--- config.mk ---
export PLATFORM = sky130hd
export DESIGN_NAME = led_sdi_decoder
export DESIGN_NICKNAME = d
export VERILOG_FILES = /design/src/rtl/led_proto_pkg.sv /design/src/rtl/led_sdi_decoder_sync.sv /design/src/rtl/led_sdi_decoder.sv
export SDC_FILE = /design/constraint.sdc
export NUM_CORES = 1
export LEC_CHECK = 0
export ABC_AREA = 0
export BUFFER_PORTS_ARGS = -buffer_cell sky130_fd_sc_hd__buf_2
export CAP_MARGIN = 15
export CORE_MARGIN = 4
export CORE_UTILIZATION = 40
export CTS_CLUSTER_SIZE = 25
export DETAILED_ROUTE_END_ITERATION = 8
export SYNTH_ARGS = -nofsm -noshare
export SYNTH_HDL_FRONTEND = slang
export SYNTH_SLANG_ARGS = --single-unit
--- constraint.sdc ---
create_clock -name clk -period 5.8 [get_ports clk]
set_clock_uncertainty 0.2 [all_clocks]
set_input_delay 0.29 -clock clk [delete_from_list [all_inputs] [get_ports clk]]
set_output_delay 0.29 -clock clk [all_outputs]
set_load 0.005 [all_outputs]
--- src/rtl/led_proto_pkg.sv ---
// Shared LED single-wire protocol definitions: decoder states, nanosecond
// timing defaults common with the string driver, and ns-to-cycle conversion.
package led_proto_pkg;

    typedef enum logic [1:0] {
        SYNC,
        IDLE,
        HIGH,
        LOW
    } state_t;

    localparam int unsigned LED_T0H_NS    = 400;
    localparam int unsigned LED_T1H_NS    = 800;
    localparam int unsigned LED_T_BIT_NS  = 1250;
    localparam int unsigned LED_T_RESET_NS = 50000;

    function automatic int unsigned ns_to_cycles(input int unsigned ns,
                                                 input int unsigned period_ns);
        return (ns + period_ns - 1) / period_ns;
    endfunction

endpackage

--- src/rtl/led_sdi_decoder_sync.sv ---
// Two-flop synchronizer for the LED data line plus one edge-detect register;
// provides the synchronized level and single-cycle rise/fall strobes.
module sdi_sync (
    input  logic clk,
    input  logic reset,
    input  logic sdi_in,
    output logic level,
    output logic rise,
    output logic fall
);

    logic meta;
    logic sync;
    logic prev;

    always_ff @(posedge clk) begin
        if (reset) begin
            meta <= 1'b0;
            sync <= 1'b0;
            prev <= 1'b0;
        end else begin
            meta <= sdi_in;
            sync <= meta;
            prev <= sync;
        end
    end

    assign level = sync;
    assign rise  = sync & ~prev;
    assign fall  = ~sync & prev;

endmodule

--- src/rtl/led_sdi_decoder.sv ---
// Pulse-width decoder for a WS2812-style single-wire LED line.
// Optional saturating error counter enabled by defining LED_DECODER_ERR_CNT_EN.
module led_sdi_decoder
    import led_proto_pkg::*;
#(
    parameter int unsigned CLK_PERIOD_NS   = 50,
    parameter int unsigned DATA_WIDTH      = 24,
    parameter int unsigned T_BIT_THRESH_NS = (LED_T0H_NS + LED_T1H_NS) / 2,
    parameter int unsigned T_MIN_HIGH_NS   = 150,
    parameter int unsigned T_MAX_HIGH_NS   = 2000,
    parameter int unsigned T_RESET_NS      = LED_T_RESET_NS
) (
    input  logic                  clk,
    input  logic                  reset,
    input  logic                  sdi_in,
    output logic [DATA_WIDTH-1:0] pixel_data,
    output logic                  pixel_valid,
    output logic                  frame_end,
    output logic [15:0]           frame_pixels,
    output logic                  decode_error,
    output logic [15:0]           err_count,
    output logic                  line_idle
);

    localparam int unsigned BIT_CYC = ns_to_cycles(T_BIT_THRESH_NS, CLK_PERIOD_NS);
    localparam int unsigned MIN_CYC = ns_to_cycles(T_MIN_HIGH_NS, CLK_PERIOD_NS);
    localparam int unsigned MAX_CYC = ns_to_cycles(T_MAX_HIGH_NS, CLK_PERIOD_NS);
    localparam int unsigned RST_CYC = ns_to_cycles(T_RESET_NS, CLK_PERIOD_NS);
    localparam int unsigned CW      = $clog2(RST_CYC) + 1;
    localparam int unsigned BW      = $clog2(DATA_WIDTH) + 1;

    logic level;
    logic rise;
    logic fall;

    sdi_sync u_sync (
        .clk    (clk),
        .reset  (reset),
        .sdi_in (sdi_in),
        .level  (level),
        .rise   (rise),
        .fall   (fall)
    );

    state_t                state, state_n;
    logic [CW-1:0]         cnt, cnt_n;
    logic [BW-1:0]         bit_cnt, bit_n;
    logic [15:0]           pix_cnt, pix_n;
    logic [DATA_WIDTH-1:0] shift, shift_n;
    logic [DATA_WIDTH-1:0] data_n;
    logic                  valid_n;
    logic                  fend_n;
    logic [15:0]           fpix_n;
    logic                  err_n;
    logic                  bit_val;

    assign bit_val = (cnt >= CW'(BIT_CYC));

    always_comb begin
        state_n = state;
        cnt_n   = (rise || fall) ? CW'(1) : ((&cnt) ? cnt : cnt + CW'(1));
        bit_n   = bit_cnt;
        pix_n   = pix_cnt;
        shift_n = shift;
        data_n  = pixel_data;
        valid_n = 1'b0;
        fend_n  = 1'b0;
        fpix_n  = frame_pixels;
        err_n   = 1'b0;

        case (state)
            SYNC: begin
                // A rise that lands exactly on a completed gap starts a frame directly
                if (cnt >= CW'(RST_CYC) && !level) begin
                    state_n = IDLE;
                end else if (cnt >= CW'(RST_CYC) && rise) begin
                    state_n = HIGH;
                    bit_n   = '0;
                    pix_n   = '0;
                end
            end
            IDLE: begin
                if (rise) begin
                    state_n = HIGH;
                    bit_n   = '0;
                    pix_n   = '0;
                end
            end
            HIGH: begin
                if (cnt > CW'(MAX_CYC)) begin
                    err_n   = 1'b1;
                    state_n = SYNC;
                end else if (fall) begin
                    if (cnt < CW'(MIN_CYC)) begin
                        err_n   = 1'b1;
                        state_n = SYNC;
                    end else begin
                        shift_n = {shift[DATA_WIDTH-2:0], bit_val};
                        state_n = LOW;
                        if (bit_cnt == BW'(DATA_WIDTH - 1)) begin
                            valid_n = 1'b1;
                            data_n  = shift_n;
                            bit_n   = '0;
                            if (pix_cnt != 16'hFFFF) begin
                                pix_n = pix_cnt + 16'd1;
                            end
                        end else begin
                            bit_n = bit_cnt + BW'(1);
                        end
                    end
                end
            end
            LOW: begin
                // Latch is resolved before a coincident rise opens the next frame
                if (cnt >= CW'(RST_CYC)) begin
                    fend_n  = 1'b1;
                    fpix_n  = pix_cnt;
                    err_n   = (bit_cnt != '0);
                    state_n = IDLE;
                    if (rise) begin
                        state_n = HIGH;
                        bit_n   = '0;
                        pix_n   = '0;
                    end
                end else if (rise) begin
                    state_n = HIGH;
                end
            end
            default: state_n = SYNC;
        endcase
    end

    always_ff @(posedge clk) begin
        if (reset) begin
            state        <= SYNC;
            cnt          <= '0;
            bit_cnt      <= '0;
            pix_cnt      <= '0;
            shift        <= '0;
            pixel_data   <= '0;
            pixel_valid  <= 1'b0;
            frame_end    <= 1'b0;
            frame_pixels <= '0;
            decode_error <= 1'b0;
        end else begin
            state        <= state_n;
            cnt          <= cnt_n;
            bit_cnt      <= bit_n;
            pix_cnt      <= pix_n;
            shift        <= shift_n;
            pixel_data   <= data_n;
            pixel_valid  <= valid_n;
            frame_end    <= fend_n;
            frame_pixels <= fpix_n;
            decode_error <= err_n;
        end
    end

    assign line_idle = (state == SYNC) || (state == IDLE);

`ifdef LED_DECODER_ERR_CNT_EN
    always_ff @(posedge clk) begin
        if (reset) begin
            err_count <= '0;
        end else if (decode_error && !(&err_count)) begin
            err_count <= err_count + 16'd1;
        end
    end
`else
    assign err_count = '0;
`endif

endmodule

Word level (Yosys, flattened, before mapping)
Cells that the tools add are included.
Storage, ports and cells
  flip-flop bits (word level): 104
  bits of input ports: 3
  output and inout port bits: 60
Cells by class
  add/sub/neg operators: 3
  order comparisons: 4
  equal/unequal tests: 16
  mux-type cells: 37
  bitwise operators: 9
  reduce and logical (&&, ||, !) cells: 17
Operators by type and width (number)
  $mux W16: 9
  $pmux W16 S4: 1
  $mux W6: 8
  $pmux W6 S4: 1
  $ne A2 B2 Y1 const B: 9
  $add A16 B1 Y16 const B: 1
  $mux W2: 8
  $ne A16 B16 Y1 const B: 1
  $add A11 B1 Y11 const B: 1
  $ge A11 B10 Y1 const B: 1
  $ge A11 B4 Y1 const B: 1
  $gt A11 B6 Y1 const B: 1
  $lt A11 B2 Y1 const B: 1
  $reduce_and A11 Y1: 1
  $mux W1: 8
  $pmux W2 S4: 1
  $reduce_and A8 Y1: 1
  $not A1 Y1: 7
  $add A6 B1 Y6 const B: 1
  $eq A6 B5 Y1 const B: 1
  $ne A3 B3 Y1 const B: 2
  $reduce_and A6 Y1: 1
  $reduce_bool A6 Y1: 1
  $reduce_and A5 Y1: 1
  12 further kinds: 18

Depth between registers and ports, before layout
Gate-level depths: netlist of the first run.
  depth in word-level cells: 7
  gate-level depth with buffers: 9

Modules after synthesis
From an unflattened synthesis of the first run, not the netlist that was laid out.
Second synthesis, totals
  cells, all modules: 572
  area total of the unflattened synthesis: 4496.8 µm²
Modules (own cells, without submodules)
  led_sdi_decoder: times used 1, cells an instance 564, area each 4405.5 µm², sequential area each 2021.9 µm²
  sdi_sync: times used 1, cells an instance 8, area each 91.3 µm², sequential area each 60.1 µm²

Worst setup path after synthesis of the first run
No wires, ideal clock.
  path kind: reg-to-reg
  start: register cnt[6]
  end: register pix_cnt[9]
  setup time: 0.075 ns
  data arrival time: 2.044 ns
  path slack: 3.482 ns
  stages on the path, launching flop included: 8
  period minus slack after synthesis: 2.318 ns
  path through: dfxtp_1 -> or4_4 -> nor2_4 -> a31oi_1 -> or2_1 -> buf_6 -> or4_1 -> o22ai_1
Between the ends
  cells in the longest elaborated chain, start to end: 4
Ends and longest elaborated chain
  from (decl): line led_sdi_decoder.sv:46  | logic [CW-1:0] cnt, cnt_n;
  from (signal assigned): line led_sdi_decoder.sv:147  | cnt <= cnt_n;
  $ge A11 B10 Y1: line led_sdi_decoder.sv:74, led_sdi_decoder.sv:76, led_sdi_decoder.sv:115
  $logic_and A1 B1 Y1, on equally long branches: line led_sdi_decoder.sv:76, led_sdi_decoder.sv:74
  $ne A2 B2 Y1 (no line)
  $reduce_and A8 Y1 (no line) (*)
  to (signal assigned): line led_sdi_decoder.sv:149  | pix_cnt <= pix_n;
  to (decl): line led_sdi_decoder.sv:48  | logic [15:0] pix_cnt, pix_n;
Every way passes the cells marked *; elsewhere a longest branch is shown, timed or not.
A chain may end at the register's enable or synchronous reset.

Worst setup path in the final report of the first run
  start: register pix_cnt[0]
  end: register pix_cnt[13]
Between the ends
  cells in the longest elaborated chain, start to end: 7
Ends and longest elaborated chain
  $add A16 B1 Y16: line led_sdi_decoder.sv:105  | pix_n = pix_cnt + 16'd1;
  $mux W16: line led_sdi_decoder.sv:104  | if (pix_cnt != 16'hFFFF) begin
  $mux W16: line led_sdi_decoder.sv:100  | if (bit_cnt == BW'(DATA_WIDTH - 1)) begin
  $mux W16: line led_sdi_decoder.sv:94  | if (cnt < CW'(MIN_CYC)) begin
  $mux W16: line led_sdi_decoder.sv:93  | end else if (fall) begin
  $mux W16: line led_sdi_decoder.sv:90  | if (cnt > CW'(MAX_CYC)) begin
  $pmux W16 S4: line led_sdi_decoder.sv:71  | case (state)
Several ways; a longest one is shown, not always the timed one. The select of a mux whose other input is x is not followed.

==> impl_metrics.sql, run 1 <==
INSERT INTO impl_metrics (metric_group, metric, value, unit) VALUES
('power', 'static-leakage-power', '1.98', 'nW'),
('floorplanning', 'die_x', '113', 'µm'),
('power', 'ratio_of_total_power_to_cell_area', '241', 'mW/mm²'),
('sta', 'finalCriticalPeriod', '2.68', 'ns'),
('power', 'clockPowerShare', '0.337', ''),
('synthesis', 'synth_top_flop_cell', 'sky130_fd_sc_hd__dfxtp_1', ''),
('clock_network', 'clkTransAtPathRegs', '0.10', 'ns'),
('clock_network', 'number_of_buffers_created_by_cts', '9', ''),
('setup_path', 'max_incr_delay_on_cp', '0.47', 'ns'),
('sta', 'setup_viol', '0', ''),
('placement', 'gp_congestion', '0.873', ''),
('setup_path', 'worst-setup-path-type', 'reg -> reg', ''),
('floorplanning', 'row_count', '38', ''),
('clock_network', 'clock_root_buffer_master', 'sky130_fd_sc_hd__clkbuf_8', ''),
('synthesis', 'synth_enable_flop_cells', '0', ''),
('synthesis', 'synth_seq_area_share', '0.469', ''),
('sta', 'final.setup.tns', '0', 'ns'),
('power', 'internal_power', '890', 'µW'),
('finish', 'syn_to_final_growth', '9.50', '%'),
('clock_network', 'cts_max_path_buffers', '2', ''),
('setup_path', 'critical_path_top_delay_cell', 'sky130_fd_sc_hd__nor2_1', ''),
('worst_hold_path', 'hold_path_class', 'in -> reg', ''),
('synthesis', 'synthesis.yosys.warnings', '0', ''),
('route', 'detailed_router_s_first_iteration_violation_count', '238', ''),
('setup_path', 'cp_num_buf_inv', '0', ''),
('sta', 'final-hold-violation-count', '0', ''),
('route', 'routed_wirelength', '9160', 'µm'),
('clock_network', 'cts_sinks', '104', ''),
('synthesis', 'asyncSetResetFlopFracSynth', '0', ''),
('synthesis', 'post-synth-top-area-fraction', '0.469', ''),
('global_route', 'grt_first_pass_wirelength', '15300', 'µm'),
('route', 'post_drt_via_cell_ratio', '5.11', ''),
('finish', 'antenna_cells_inserted', '0', ''),
('synthesis', 'syn-instance-count', '539', ''),
('setup_path', 'cp_data_arrival_time', '2.74', 'ns'),
('route', 'final_antenna_net_count', '0', ''),
('sta', 'worst_slew_margin_rel', '0.393', ''),
('clock_network', 'post_cts_resize_count', '0', ''),
('setup_path', 'endpoint_kind', 'register', ''),
('synthesis', 'synth_cell_types', '57', ''),
('setup_path', 'worstPathMaxFanout', '9', ''),
('power', 'pwr-share-seq', '0.621', ''),
('finish', 'layout.area.seq', '0.00208', 'mm²'),
('route', 'vias', '3652', ''),
('synthesis', 'ffs_latches_synth', '104', ''),
('setup_path', 'critical_path.reg2reg.startpoint', 'pix_cnt[0]$_SDFFE_PP0P_', ''),
('sta', 'rsz0062_at_grt', 'no', ''),
('route', 'wl_per_cell', '12.8', 'µm'),
('worst_hold_path', 'whs_path_depth', '3', ''),
('sta', 'timing_worst_slew_pin_value', '0.911', 'ns'),
('power', 'combinationalPowerShare', '0.042', ''),
('setup_path', 'critical_path.reg2reg.endpoint', 'pix_cnt[13]$_SDFFE_PP0P_', ''),
('synthesis', 'post-synth-top-area-cell', 'sky130_fd_sc_hd__dfxtp_1', ''),
('finish', 'final_nets', '580', ''),
('sta', 'worst_hold_slack', '0.225', 'ns'),
('global_route', 'globalRoute.totalOverflow', '0', ''),
('synthesis', 'syn-cell-area', '0.00444', 'mm²'),
('setup_path', 'cp.required', '5.86', 'ns'),
('setup_path', 'reg2reg_setup_slack', '3.12', 'ns'),
('power', 'ir_worst_vdd', '147', 'µV'),
('setup_path', 'worstRegToRegCells', '7', ''),
('floorplanning', 'design.die.area', '0.0128', 'mm²'),
('flow_run', 'max_cap_violations', '0', ''),
('status', 'status', 'complete, no violations', ''),
('placement', 'dp.final_hpwl', '6210', 'µm'),
('sta', 'max_freq', '373', 'MHz'),
('worst_hold_path', 'hp-start', 'reset', ''),
('finish', 'filler_cell_count', '1122', ''),
('worst_hold_path', 'min_to', 'state[0]$_SDFFE_PP0P_', ''),
('floorplanning', 'die_height', '113', 'µm'),
('power', 'power.net_switching', '280', 'µW');
-- cells in the final DEF (no fill, tap or decap), types with 4 or more instances in the layout --
cell and instances:
sky130_fd_sc_hd__buf_2 46, sky130_fd_sc_hd__nand4_1 4, sky130_fd_sc_hd__clkbuf_8 9, sky130_fd_sc_hd__a31o_2 4, sky130_fd_sc_hd__and3_1 7, sky130_fd_sc_hd__conb_1 16
sky130_fd_sc_hd__nor3_1 8, sky130_fd_sc_hd__mux2i_1 23, sky130_fd_sc_hd__dfxtp_1 104, sky130_fd_sc_hd__o21ai_0 12, sky130_fd_sc_hd__a21oi_1 58, sky130_fd_sc_hd__nor2_1 58
sky130_fd_sc_hd__xor2_1 5, sky130_fd_sc_hd__ha_1 7, sky130_fd_sc_hd__or4_1 4, sky130_fd_sc_hd__nand2_1 106, sky130_fd_sc_hd__a31oi_1 10, sky130_fd_sc_hd__inv_1 15
sky130_fd_sc_hd__nand3_1 17
-- per-layer routing --
metal	track usage	wire, µm	vias up
li1	-	-	1874
met1	0.179	4270	1681
met2	0.240	4340	83
met3	0.0374	395	14
met4	0.0505	147	0
met5	0	0	-
-- final cells by class --
class | instances | area share
well taps | 140 | 0.0360
clock inverters | 4 | 0.00644
clock buffers | 12 | 0.0278
inverters | 16 | 0.0124
repair buffers | 50 | 0.0541
multi-input cells | 389 | 0.435
flip-flops and latches | 104 | 0.428
-- tightest hold or removal path, cell delays in order --
cell and delay (ns):
sky130_fd_sc_hd__buf_2 0.10, sky130_fd_sc_hd__clkinv_1 0.19, sky130_fd_sc_hd__and3_1 0.18
-- per-stage QoR --
| step | setup WS, ns | total power, mW | utilization | area, µm² | std cells |
|---|---|---|---|---|---|
| 2_1_floorplan | 3.48 | 0.788 | - | 4490 | 554 |
| 3_3_place_gp | 3.23 | 0.790 | 0.432 | 4680 | 698 |
| 3_5_place_dp | 3.18 | 0.791 | 0.432 | 4680 | 698 |
| 4_1_cts | 3.14 | 1.19 | 0.448 | 4860 | 715 |
| 5_1_grt | 2.92 | 1.23 | 0.448 | 4860 | 715 |
| 6_report | 3.12 | 1.17 | 0.448 | 4860 | 715 |
-- kinds of logic (layout without fill, tap and decap cells) --
kind of cell,after synthesis,after routing,synth area share
AOI/OAI and AO/OA,108,108,0.147
xor gates and xnor gates,8,8,0.0158
adders and majority gates,7,7,0.0197
buffers and inverters,61,82,0.0674
DFF,104,104,0.469
muxes,23,23,0.0519
other,1,16,0.000845
and+or+nand+nor,227,227,0.228
-- sequential cells by signal (all words and copies together) (netlist names) --
name          flops
pixel_valid       1
bit_cnt           6
decode_error      1
cnt              11
u_sync.prev       1
u_sync.level      1
shift            23
pix_cnt          16
frame_pixels     16
frame_end         1
pixel_data       24
u_sync.meta       1
state             2
-- what timing repair did --
item | 4_1_cts | 5_1_grt
hold endpoints to repair | 1 | 0
hold buffers | 1 | 0
setup buffers | 0 | 0
-- power groups by stage --
stage | clock, mW | sequential (mW) | combinational, mW
finish | 0.395 | 0.726 | 0.0490
global route | 0.446 | 0.728 | 0.0554
CTS | 0.417 | 0.726 | 0.0489
detailed placement | 0 | 0.743 | 0.0482
global placement | 0 | 0.743 | 0.0476
floorplan | 0 | 0.739 | 0.0484
-- worst max path at each step --
stage	depth (start not counted)	end	from
floorplan	7	pix_cnt[9]$_SDFFE_PP0P_	cnt[6]$_SDFFE_PP0N_
global route	5	bit_cnt[5]$_SDFFE_PP0P_	state[0]$_SDFFE_PP0P_
finish	7	pix_cnt[13]$_SDFFE_PP0P_	pix_cnt[0]$_SDFFE_PP0P_
CTS	5	pix_cnt[9]$_SDFFE_PP0P_	state[0]$_SDFFE_PP0P_
global placement	7	pix_cnt[5]$_SDFFE_PP0P_	cnt[6]$_SDFFE_PP0N_
detailed placement	5	bit_cnt[5]$_SDFFE_PP0P_	state[0]$_SDFFE_PP0P_
-- cell usage after synthesis, drive strengths merged, types with 7 or more instances --
cell    number
clkbuf      24
nor3         9
inv         15
nand2      106
mux2i       23
and3         9
nor2        59
nand3       17
a31oi       11
a21oi       58
buf         21
o21ai       12
ha           7
dfxtp      104
(Power assumes the default switching activity.)
==> inputs of run 2 (changes only) <==
--- a/config.mk
+++ b/config.mk
@@ -5,7 +5,7 @@
 export SDC_FILE = /design/constraint.sdc
 export NUM_CORES = 1
 export LEC_CHECK = 0
-export ABC_AREA = 0
+export ABC_AREA = 1
 export BUFFER_PORTS_ARGS = -buffer_cell sky130_fd_sc_hd__buf_2
 export CAP_MARGIN = 15
 export CORE_MARGIN = 4
==> constraint.sdc (replaced) <==
create_clock -name clk -period 2.56 [get_ports clk]
set_clock_uncertainty 0.2 [all_clocks]
set_input_delay 0.128 -clock clk [delete_from_list [all_inputs] [get_ports clk]]
set_output_delay 0.128 -clock clk [all_outputs]
set_load 0.005 [all_outputs]
==> run 2 against run 1 <==
Synthesized cell count grew 27%. Total power grew to 3.0 times the previous value. Global-route usage grew 1.5 points. Core utilization grew 0.64 points. Cell area grew 12%. Sequential power grew 140%. Via count grew 18%. Critical path depth grew 1. Final cell count grew 22%. Critical path type unchanged. Largest cell class unchanged.
==> impl_metrics.sql, run 2 <==
INSERT INTO impl_metrics (metric_group, metric, value, unit) VALUES
('flow_run', 'max_cap_violations', '0', ''),
('placement', 'io_buffers', '46', ''),
('finish', 'most_frequent_cells_in_the_layout', 'sky130_fd_sc_hd__nand2_1, sky130_fd_sc_hd__dfxtp_1, sky130_fd_sc_hd__inv_1', ''),
('clock_network', 'cts_sinks', '104', ''),
('sta', 'slew_violations', '0', ''),
('clock_network', 'cts_tree', 'yes', ''),
('route', 'routed_wirelength', '11100', 'µm'),
('clock_network', 'post_cts_resize_count', '0', ''),
('setup_path', 'max_incr_delay_on_cp', '0.40', 'ns'),
('sta', 'timing_worst_slew_pin_value', '0.658', 'ns'),
('synthesis', 'ffs_latches_synth', '104', ''),
('global_route', 'largest_net_degree_at_the_start_of_global_routing', '72', ''),
('setup_path', 'critical_path.reg2reg.endpoint', 'cnt[0]$_SDFFE_PP0P_', ''),
('setup_path', 'cp_startpoint', 'cnt[0]$_SDFFE_PP0P_', ''),
('clock_network', 'cts_max_path_buffers', '2', ''),
('global_route', 'initial_antenna_violation_count', '0', ''),
('sta', 'worst_hold_slack', '0.00524', 'ns'),
('route', 'detailed_router_s_first_iteration_violation_count', '279', ''),
('power', 'net_sw_frac', '0.286', ''),
('global_route', 'globalRoute.totalOverflow', '0', ''),
('route', 'drt_pre_antenna_iters', '4', ''),
('finish', 'antenna_cells_inserted', '0', ''),
('setup_path', 'endpoint_kind', 'register', ''),
('floorplanning', 'die_height', '118', 'µm'),
('floorplanning', 'floorplan.io_pins', '63', ''),
('finish', 'regMostFlops', 'pixel_data', ''),
('sta', 'rsz0062_at_grt', 'no', ''),
('worst_hold_path', 'whs_path_depth', '2', ''),
('sta', 'final.setup.tns', '0', 'ns'),
('synthesis', 'asyncSetResetFlopFracSynth', '0', ''),
('sta', 'setup_ws', '0.351', 'ns'),
('floorplanning', 'die_x', '118', 'µm'),
('clock_network', 'clock_root_buffer_master', 'sky130_fd_sc_hd__clkbuf_16', ''),
('floorplanning', 'effective_utilization_at_floorplan', '0.408', ''),
('power', 'internal_power', '2.48', 'mW'),
('global_route', 'number_of_global_route_vias_before_repair', '3977', ''),
('setup_path', 'crit_path_start_kind', 'register', ''),
('worst_hold_path', 'hp-start', 'reset', ''),
('power', 'ir_worst_vdd', '269', 'µV'),
('finish', 'multi_input_logic_area', '0.00224', 'mm²'),
('finish', 'layout.cells.most_common', 'sky130_fd_sc_hd__nand2_1', ''),
('sta', 'setup_viol', '0', ''),
('setup_path', 'critical_path.reg2reg.startpoint', 'cnt[0]$_SDFFE_PP0P_', ''),
('placement', 'gp_congestion', '0.893', ''),
('power', 'static-leakage-power', '2.39', 'nW'),
('power', 'power.net_switching', '994', 'µW'),
('power', 'ratio_of_total_power_to_cell_area', '638', 'mW/mm²'),
('setup_path', 'reg2reg_setup_slack', '0.35', 'ns'),
('route', 'final_antenna_net_count', '0', ''),
('setup_path', 'cell_chain_of_the_critical_path', 'ha_1 > inv_1 > nor2_1 > nand3_1 > nor3_2 > nand4_1 > a21oi_1 > a21oi_1', ''),
('finish', 'reg.largest.list', 'pixel_data: 24 flops, shift: 23 flops', ''),
('sta', 'worst_slew_margin_rel', '0.559', ''),
('synthesis', 'synth_seq_area_share', '0.427', ''),
('setup_path', 'critical_path.most_common_cell', 'sky130_fd_sc_hd__a21oi_1', ''),
('route', 'wl_per_cell', '12.8', 'µm'),
('setup_path', 'worstRegToRegCells', '8', ''),
('synthesis', 'synth_cell_types', '34', ''),
('worst_hold_path', 'min_to', 'u_sync.meta$_SDFF_PP0_', ''),
('floorplanning', 'design.die.area', '0.0140', 'mm²'),
('clock_network', 'number_of_buffers_created_by_cts', '9', ''),
('setup_path', 'worst-setup-path-type', 'reg -> reg', ''),
('sta', 'final-hold-violation-count', '0', ''),
('finish', 'filler_cell_count', '1257', ''),
('global_route', 'grt_first_pass_wirelength', '18800', 'µm'),
('setup_path', 'cp.required', '2.58', 'ns'),
('floorplanning', 'placeableCoreArea', '0.0120', 'mm²'),
('worst_hold_path', 'hold_path_class', 'in -> reg', ''),
('setup_path', 'cp_data_arrival_time', '2.22', 'ns'),
('route', 'post_drt_via_cell_ratio', '4.97', ''),
('sta', 'max_freq', '453', 'MHz'),
('finish', 'max_reg_flops', '24', ''),
('clock_network', 'clkTransAtPathRegs', '0.07', 'ns'),
('sta', 'finalCriticalPeriod', '2.21', 'ns'),
('synthesis', 'syn-instance-count', '682', ''),
('clock_network', 'clock_tree.htree_level_count', '3', ''),
('finish', 'syn_to_final_growth', '11.5', '%'),
('power', 'combinationalPowerShare', '0.128', ''),
('synthesis', 'synth_enable_flop_cells', '0', ''),
('synthesis', 'yosys-top-cells-count', 'sky130_fd_sc_hd__nand2_1, sky130_fd_sc_hd__dfxtp_1, sky130_fd_sc_hd__inv_1', ''),
('global_route', 'gr-usage-all-layers', '0.159', ''),
('clock_network', 'clock_insertion_delay_worst_skew', '0.35', 'ns'),
('placement', 'dp.final_hpwl', '7670', 'µm'),
('synthesis', 'post-synth-top-area-fraction', '0.427', ''),
('power', 'clockPowerShare', '0.377', ''),
('setup_path', 'worstPathMaxFanout', '6', ''),
('status', 'status', 'complete, no violations', ''),
('synthesis', 'yosys.cell_count.top_type', 'sky130_fd_sc_hd__nand2_1', ''),
('finish', 'layout.area.seq', '0.00208', 'mm²'),
('synthesis', 'post-synth-top-area-cell', 'sky130_fd_sc_hd__dfxtp_1', ''),
('route', 'post-route-drc-count', '0', ''),
('setup_path', 'critical_path_top_delay_cell', 'sky130_fd_sc_hd__dfxtp_1', ''),
('finish', 'final_nets', '728', ''),
('synthesis', 'synth.top_cells.by_area', 'sky130_fd_sc_hd__dfxtp_1, sky130_fd_sc_hd__nand2_1, sky130_fd_sc_hd__a21oi_1, sky130_fd_sc_hd__inv_1, sky130_fd_sc_hd__o21ai_0', ''),
('synthesis', 'syn-cell-area', '0.00488', 'mm²'),
('synthesis', 'synthesis.yosys.warnings', '0', ''),
('route', 'vias', '4315', ''),
('floorplanning', 'row_count', '40', ''),
('synthesis', 'synth_top_flop_cell', 'sky130_fd_sc_hd__dfxtp_1', ''),
('sta', 'final.period_utilization', '0.863', ''),
('synthesis', 'postSynthAreaPerCell', '7.15', 'µm²'),
('finish', 'drive_gt1_frac', '0.141', ''),
('power', 'pwr-share-seq', '0.495', ''),
('placement', 'post-place-ws', '0.387', 'ns');
## run 2: how the worst max path moves through the flow
stage,end,slack [ns],cells past startpoint
3_3_place_gp,pix_cnt[14]$_SDFFE_PP0P_,0.46,10
4_1_cts,shift[4]$_SDFFE_PP0P_,0.38,8
2_1_floorplan,pix_cnt[0]$_SDFFE_PP0P_,0.65,11
5_1_grt,shift[10]$_SDFFE_PP0P_,0.1,8
3_5_place_dp,cnt[0]$_SDFFE_PP0P_,0.39,8
6_report,cnt[0]$_SDFFE_PP0P_,0.35,8
## run 2: critical path: cells and delay by family, from the launching register on
family	cells	cell delay, ns
fa+ha+maj	1	0.21
buf+inv	1	0.06
simple gates	4	0.91
compound gates	2	0.30
flops	1	0.40
## run 2: cell type report
| type | count | share of cell area |
|---|---|---|
| clock buffer | 9 | 0.0414 |
| clock inverter | 6 | 0.00920 |
| inverter | 91 | 0.0628 |
| multi-input combinational | 456 | 0.411 |
| sequential | 104 | 0.383 |
| tap | 147 | 0.0338 |
| timing repair buffer | 56 | 0.0589 |
## run 2: timing repair
action | in CTS | in global routing
buffers inserted | 0 | 0
hold buffers | 1 | 0
hold endpoints to repair | 1 | 0
## run 2: power groups by stage
stage	logic, mW	registers (mW)	clock network (mW)
finish	0.446	1.72	1.31
global route	0.512	1.73	1.42
CTS	0.448	1.72	1.36
detailed placement	0.444	1.75	0
global placement	0.436	1.75	0
floorplan	0.372	1.74	0
## run 2: routing by layer
layer,share of wire,vias to the layer above,global-route usage,wire (µm)
li1,-,2245,-,-
met1,0.49,1990,0.216,5460
met2,0.46,65,0.254,5070
met3,0.033,15,0.0211,365
met4,0.018,0,0.0673,203
met5,0,-,0,0
## run 2: per-stage QoR
stage	power [mW]	cells	utilization	cell area, µm²
after floorplan	2.11	697	-	4930
after global placement	2.19	853	0.431	5150
after detailed placement	2.20	853	0.431	5150
after CTS	3.52	869	0.455	5440
after global routing	3.65	869	0.455	5440
final	3.47	869	0.455	5440
## run 2: cell families (layout without fill, tap and decap cells)
family | count (synthesis) | after routing | synth area share
AND/OR/NAND/NOR | 294 | 294 | 0.276
buffers and inverters | 137 | 162 | 0.126
AO/OA/AOI/OAI | 131 | 131 | 0.138
flip-flops | 104 | 104 | 0.427
XOR/XNOR | 8 | 8 | 0.0144
adder cells (fa/ha/maj) | 7 | 7 | 0.0180
other | 1 | 16 | 0.000769
